[config.mk]
export PLATFORM = sky130hd
export DESIGN_NAME = ffs_result_buffer_flat
export DESIGN_NICKNAME = d
export VERILOG_FILES = /design/src/rtl/ffs_result_buffer_if.sv /design/src/rtl/ffs_result_buffer.sv /design/src/flat_wrapper.sv
export SDC_FILE = /design/constraint.sdc
export NUM_CORES = 1
export LEC_CHECK = 0
export CORE_ASPECT_RATIO = 0.8
export CORE_MARGIN = 4
export CORE_UTILIZATION = 64
export DETAILED_ROUTE_END_ITERATION = 12
export GPL_TIMING_DRIVEN = 1
export PLACE_DENSITY = 0.87
export SLEW_MARGIN = 5
export SYNTH_ARGS = -nofsm -noshare
export SYNTH_HDL_FRONTEND = slang
export SYNTH_SLANG_ARGS = --single-unit
[constraint.sdc]
create_clock -name clk -period 4.95 [get_ports clk]
set_clock_uncertainty 0.2 [all_clocks]
set_input_delay 0.99 -clock clk [delete_from_list [all_inputs] [get_ports clk]]
set_output_delay 0.99 -clock clk [all_outputs]
set_load 0.01 [all_outputs]
[src/rtl/ffs_result_buffer_if.sv]
// Handshake bundle between the find-first-set pipeline, the result buffer and its consumer.
interface ffs_result_buffer_if #(
    parameter int unsigned DEPTH    = 16,
    parameter int unsigned RESULT_W = 10
);
    localparam int unsigned CW = $clog2(DEPTH) + 1;

    logic                issue;
    logic                issue_ok;
    logic                ffs_valid;
    logic [RESULT_W-1:0] ffs_result;
    logic                out_valid;
    logic                out_ready;
    logic [RESULT_W-1:0] out_result;
    logic [CW-1:0]       count;
    logic [CW-1:0]       inflight;
    logic                err_overflow;
    logic                err_underflow;

    modport master (
        output issue, ffs_valid, ffs_result, out_ready,
        input  issue_ok, out_valid, out_result, count, inflight, err_overflow, err_underflow
    );

    modport slave (
        input  issue, ffs_valid, ffs_result, out_ready,
        output issue_ok, out_valid, out_result, count, inflight, err_overflow, err_underflow
    );
endinterface

[src/rtl/ffs_result_buffer.sv]
// Credit-managed result FIFO behind the find-first-set pipeline; issue_ok reserves one slot
// per in-flight vector so pipeline results never have to be back-pressured.
module ffs_result_buffer #(
    parameter int unsigned DEPTH    = 16,
    parameter int unsigned RESULT_W = 10
) (
    input logic                clk,
    input logic                reset,
    ffs_result_buffer_if.slave bus
);
    localparam int unsigned PW = $clog2(DEPTH);
    localparam int unsigned CW = PW + 1;

    logic [RESULT_W-1:0] mem [DEPTH];

    logic [PW-1:0] wr_ptr_q, wr_ptr_d;
    logic [PW-1:0] rd_ptr_q, rd_ptr_d;
    logic [CW-1:0] count_q, count_d;
    logic [CW-1:0] inflight_q, inflight_d;
    logic          err_overflow_q, err_overflow_d;
    logic          err_underflow_q, err_underflow_d;

    logic          full;
    logic          pop;
    logic          wr;
    logic          drop;
    logic          credit_ok;
    logic [CW:0]   credit_used;

    always_comb begin
        full        = (count_q == CW'(DEPTH));
        pop         = (count_q != '0) & bus.out_ready;
        // A full FIFO still accepts a write when the head leaves in the same cycle.
        wr          = bus.ffs_valid & (~full | pop);
        drop        = bus.ffs_valid & full & ~pop;
        credit_used = {1'b0, inflight_q} + {1'b0, count_q};
        credit_ok   = credit_used < (CW + 1)'(DEPTH);
    end

    always_comb begin
        wr_ptr_d = wr ? wr_ptr_q + PW'(1) : wr_ptr_q;
        rd_ptr_d = pop ? rd_ptr_q + PW'(1) : rd_ptr_q;

        count_d = count_q;
        if (wr && !pop) begin
            count_d = count_q + CW'(1);
        end else if (pop && !wr) begin
            count_d = count_q - CW'(1);
        end

        inflight_d = inflight_q;
        if (bus.issue && !bus.ffs_valid) begin
            inflight_d = inflight_q + CW'(1);
        end else if (bus.ffs_valid && !bus.issue && inflight_q != '0) begin
            inflight_d = inflight_q - CW'(1);
        end

        err_overflow_d  = err_overflow_q | (bus.issue & ~credit_ok) | drop;
        err_underflow_d = err_underflow_q |
                          (bus.ffs_valid & ~bus.issue & (inflight_q == '0));
    end

    always_ff @(posedge clk) begin
        if (reset) begin
            wr_ptr_q        <= '0;
            rd_ptr_q        <= '0;
            count_q         <= '0;
            inflight_q      <= '0;
            err_overflow_q  <= 1'b0;
            err_underflow_q <= 1'b0;
        end else begin
            wr_ptr_q        <= wr_ptr_d;
            rd_ptr_q        <= rd_ptr_d;
            count_q         <= count_d;
            inflight_q      <= inflight_d;
            err_overflow_q  <= err_overflow_d;
            err_underflow_q <= err_underflow_d;
        end
    end

    // Storage carries no reset; out_result is masked while empty instead.
    always_ff @(posedge clk) begin
        if (wr && !reset) begin
            mem[wr_ptr_q] <= bus.ffs_result;
        end
    end

    assign bus.issue_ok      = credit_ok;
    assign bus.out_valid     = (count_q != '0);
    assign bus.out_result    = (count_q != '0) ? mem[rd_ptr_q] : '0;
    assign bus.count         = count_q;
    assign bus.inflight      = inflight_q;
    assign bus.err_overflow  = err_overflow_q;
    assign bus.err_underflow = err_underflow_q;

endmodule

[src/flat_wrapper.sv]
// flat-port wrapper written by rule: the top's interface ports become plain ports
module ffs_result_buffer_flat 
#(
    parameter int unsigned DEPTH    = 16,
    parameter int unsigned RESULT_W = 10
)
  (clk, reset, bus_issue, bus_ffs_valid, bus_ffs_result, bus_out_ready, bus_issue_ok, bus_out_valid, bus_out_result, bus_count, bus_inflight, bus_err_overflow, bus_err_underflow);
  ffs_result_buffer_if #(.DEPTH(DEPTH), .RESULT_W(RESULT_W)) bus_i ();
  input logic clk;
  input logic reset;
  input wire logic [$bits(bus_i.issue)-1:0] bus_issue;
  input wire logic [$bits(bus_i.ffs_valid)-1:0] bus_ffs_valid;
  input wire logic [$bits(bus_i.ffs_result)-1:0] bus_ffs_result;
  input wire logic [$bits(bus_i.out_ready)-1:0] bus_out_ready;
  output wire logic [$bits(bus_i.issue_ok)-1:0] bus_issue_ok;
  output wire logic [$bits(bus_i.out_valid)-1:0] bus_out_valid;
  output wire logic [$bits(bus_i.out_result)-1:0] bus_out_result;
  output wire logic [$bits(bus_i.count)-1:0] bus_count;
  output wire logic [$bits(bus_i.inflight)-1:0] bus_inflight;
  output wire logic [$bits(bus_i.err_overflow)-1:0] bus_err_overflow;
  output wire logic [$bits(bus_i.err_underflow)-1:0] bus_err_underflow;
  assign bus_i.issue = bus_issue;
  assign bus_i.ffs_valid = bus_ffs_valid;
  assign bus_i.ffs_result = bus_ffs_result;
  assign bus_i.out_ready = bus_out_ready;
  assign bus_issue_ok = bus_i.issue_ok;
  assign bus_out_valid = bus_i.out_valid;
  assign bus_out_result = bus_i.out_result;
  assign bus_count = bus_i.count;
  assign bus_inflight = bus_i.inflight;
  assign bus_err_overflow = bus_i.err_overflow;
  assign bus_err_underflow = bus_i.err_underflow;
  ffs_result_buffer #(.DEPTH(DEPTH), .RESULT_W(RESULT_W)) u_core (.clk(clk), .reset(reset), .bus(bus_i));
endmodule
### Yosys cells after proc, flatten, opt, wreduce, memory -nomap -nowiden

Memories as Yosys holds them, arrays and structs flattened. A register that Yosys moved wholly into a read port is not among the register bits.
Cells that the tools add are included.

* bits of input ports: 15
* memory bits (writable): 160
* word-level logic and storage cells: 56
* memories kept: 1
* flip-flop bits (word level): 20

* reductions and logical operators: 16
* $lt $le $gt $ge: 1
* muxes and demuxes: 9
* add/sub/neg operators: 7
* equality and inequality tests: 1
* bitwise operators: 15

Memories
* u_core.mem: depth 16, width 10, read ports 1, clocked after Yosys merged registers in 1, wr ports 1, line ffs_result_buffer.sv:14 `logic [RESULT_W-1:0] mem [DEPTH];`

Operator list (number)
* 5-bit 2-to-1 mux: 4
* 5-bit by 1-bit adder with 5-bit output (second input constant): 2
* 10-bit 2-to-1 mux: 1
* 5-bit nonzero test: 2
* 5-bit by 1-bit subtractor with 5-bit output (second input constant): 2
* 4-bit by 1-bit adder with 4-bit output (second input constant): 2
* 4-bit 2-to-1 mux: 2
* 1-bit AND: 7
* 5-bit by 5-bit adder with 6-bit output: 1
* 1-bit logical AND: 6
* 6-bit by 5-bit < comparator with 1-bit output (second input constant): 1
* 5-bit equality test (second input constant): 1
* 1-bit logical NOT: 5
* 5-bit logical NOT: 1
* 1-bit NOT: 4
* 1-bit OR: 4
* 2-bit nonzero test: 2
* 1-bit 2-to-1 mux: 2

### Logic depth before layout (Yosys ltp)

* word-level depth: 8
* mapped depth: 11

### Least setup slack after synthesis

Ideal clock, no wire load.

* kind: input -> register
* start: in bus_out_ready
* end: reg u_core.count_q[4], in the netlist u_core.bus.count[4]
* setup time: 121 ps
* data required time: 4629 ps
* setup slack: 1812 ps
* cell stages on the path: 10
* arrival time: 2817 ps
* path buffers: 1
* path through: nand2b_1 -> o21a_1 -> buf_6 -> ha_1 -> inv_1 -> ha_1 -> a21oi_1 -> a211oi_1 -> a31oi_1 -> mux2_2

* word-level cells in the longest chain between the ends: 6
* elaborated cells on any way between the ends: 9

RTL lines
* from (decl): line flat_wrapper.sv:14 `input wire logic [$bits(bus_i.out_ready)-1:0] bus_out_ready;`
* 1-bit AND (*): line ffs_result_buffer.sv:32 `pop = (count_q != '0) & bus.out_ready;`
* 1-bit OR: line ffs_result_buffer.sv:34 `wr = bus.ffs_valid & (~full | pop);`
* 1-bit AND: line ffs_result_buffer.sv:34
* 1-bit logical NOT: line ffs_result_buffer.sv:47 `end else if (pop && !wr) begin`
* 1-bit logical AND: line ffs_result_buffer.sv:47
* 2-bit nonzero test (no source line)
* to (signal assigned): line ffs_result_buffer.sv:74 `count_q <= count_d;`
* to (decl): line ffs_result_buffer.sv:18 `logic [CW-1:0] count_q, count_d;`

Mark *: on every way between the ends. The rest lies on a longest branch, timed or not.
A chain may end at the register's enable or synchronous reset.

==> results.md <==
- Gr usage total: 25.7%
- I/O Buffers: 38
- Hold Worst Slack: 0.294 ns
- Drt first pass iters: 5
- Synth cell types: 44
- Design Area, Final: 0.00870 mm²
- Seq cells post-synth: 184
- Initial Util: 65.4%
- Total Wirelength: 16,100 µm
- CTS Buf Count: 17
- Post-CTS setup buffer count: 0
- Type of origin of the critical path: flop
- Routed vias: 4,146
- Fin cells: 643
- Die height: 105 µm
- Layout filler cell count: 637
- Post-synthesis net count: 458
- CTS Buffer Depth: 2
- Status: finished clean
- CTS Root Cell: clkbuf_16
- RSZ-0062 raised after global routing: no
- Setup violators final: 0
- Cts hold-fix bufs: 0
- CP Data Required Time: 3.76 ns
- Worst-path clk slew: 0.06 ns
- Placer Congestion: 0.761
- Crit. End Element: output port
- Worst reg2reg startpoint: u_core.bus.count[0]
- TritonCTS Sinks: 184
- Die area: 0.0136 mm²
- Clk_lat worst skew: 0.43 ns
- Layout cell share with drive strength beyond 1: 19.8%
- Final Max Slew Viols: 0
- Synth top area cells: edfxtp_1 64%, mux4_2 12%, dfxtp_1 6.4%
- CTS tree: done
- Main flop type after synthesis: edfxtp_1
- Seq/Total Area, Yosys: 70.1%
- Routed len/inst: 25.0 µm
- Total congestion overflow: 0
- H-tree depth: 4
- Tmin final: 4.28 ns
- Synth warn: 0
- HP Start: u_core.bus.err_underflow
- Leakage: 2.84 nW
- NumNets Final: 516
- Routed vias/inst: 6.45
- Post-synth EDFFs: 160
- Relative slew slack: 23.9%
- Arr. time, crit path: 3.09 ns
- Chip Width: 129 µm
- Antenna cells: 0
- Cell Count Post-Placement: 611
- Yosys top cell area share: 63.8%
- Final hold viol count: 0
- Max-Cap Viols: 0
- Worst-path fanout max: 22
- Placed inst area: 0.00815 mm²
- HP Class: reg2reg
- DRT antenna net count: 0
- Cells resized by post-CTS repair: 0
- Post-DP HPWL: 9840 µm
- Row count: 35
- Largest net degree at the start of global routing: 26
- Slew @ Worst Pin: 1.14 ns
- Async SR Flop Fraction: 0%
- Core footprint: 0.0115 mm²
- Setup TNS Final: 0 ns
- First-pass GRT wire length: 25,200 µm
- DR iter-0 viols: 567
- Vias in the first global route: 4,355
- Initial antenna violation count: 0
- I/O pin cnt: 39
- Syn Area/Cell: 17.8 µm²
- Power per cell area: 489 mW/mm²
- Area leader, netlist: edfxtp_1
- Top-count cell post-synth: edfxtp_1
- Synth Instances: 424
- Area growth from synthesis to layout: 15.5%
- Commonest cells in the netlist: 160 x edfxtp_1, 40 x mux4_2, 36 x nor2_1, 24 x dfxtp_1, 22 x a211oi_1
- DR DRC count: 0
- Peak supply drop: 0.349 mV
- Critical path type: reg2out
- Tcrit/Tclk final: 86.5%
- Post-Syn Area: 0.00753 mm²
- F_max: 0.234 GHz
## cell families after synthesis
family	Yosys count	share of synthesized area, %
mux	53	13.7
compound gates	48	4.50
xor+xnor	11	1.28
buf+inv	26	1.69
flops	184	70.1
simple gates	83	5.31
fa+ha+maj	19	3.35
## flip-flops by register name (all words and copies together) (netlist names), named ones only
name and flops:
u_core.bus.count 5, u_core.bus.err_overflow 1, u_core.bus.err_underflow 1, u_core.bus.inflight 5, u_core.mem 160, u_core.rd_ptr_q 4
u_core.wr_ptr_q 4
## report_power, final
group	total, W	switching, W	internal, W
clock network	0.00128	0.000576	0.000700
registers	0.00190	0.000145	0.00176
logic	0.00108	0.000512	0.000571
total	0.00426	0.00123	0.00303
## cell usage in the layout (no fill, tap or decap), drive strengths merged
master	instances
a2111oi	1
a211oi	22
a21bo	1
a21o	1
a21oi	10
a31oi	3
and3	1
buf	20
bufinv	1
clkbuf	20
clkdlybuf4s50	38
clkinv	4
clkinvlp	2
dfxtp	24
edfxtp	160
fa	2
ha	17
inv	12
mux2	2
mux2i	11
mux4	40
nand2	13
nand2b	4
nand3	5
nand3b	2
nand4	2
nor2	36
nor2b	13
nor3	3
nor4	1
o211ai	2
o21a	3
o21ai	3
o22ai	1
o31ai	1
or3	1
or4	1
or4b	1
xnor2	5
xor2	6
## metrics by stage
stage	worst slack [ns]	util, %	total power, W
after floorplan	1.81	-	0.00259
after CTS	0.644	75.6	0.00428
after global placement	1.15	70.8	0.00296
final	0.671	75.6	0.00426
after global routing	0.516	75.6	0.00446
after detailed placement	1.09	70.8	0.00301
## per-layer routing
| metal | share of wire [%] | vias up | global-route usage, % |
|---|---|---|---|
| met5 | 0 | - | 0 |
| met4 | 1.7 | 0 | 8.32 |
| met3 | 8.5 | 27 | 5.57 |
| met2 | 50 | 236 | 40.6 |
| met1 | 40 | 2085 | 36.2 |
| li1 | - | 1798 | - |
## critical path, stage by stage (launching register included)
cell and delay (ns):
dfxtp_2 0.80, mux4_2 0.58, nor2b_1 0.14, a211oi_1 0.41, a211oi_1 0.16, clkdlybuf4s50_1 0.56
## path summary, 6_finish.rpt
kind | end | slack, ns | depth (start not counted)
setup / recovery | bus_out_result[6] | 0.67 | 5
hold / removal | u_core.bus.err_underflow | 0.29 | 2
setup reg to reg | u_core.bus.count[4] | 1.70 | 9
hold reg to reg | u_core.bus.err_underflow | 0.29 | 2
## cell type report
cell class / count / area [µm²] / share of cell area [%]
clock buffer: 20 / 437 / 5.02
clock inverter: 12 / 116 / 1.34
inverter: 7 / 26.3 / 0.302
multi-input combinational: 214 / 2120 / 24.4
sequential: 184 / 5290 / 60.7
tap: 148 / 185 / 2.13
timing repair buffer: 58 / 531 / 6.09
Power figures use the tool's default switching activity.
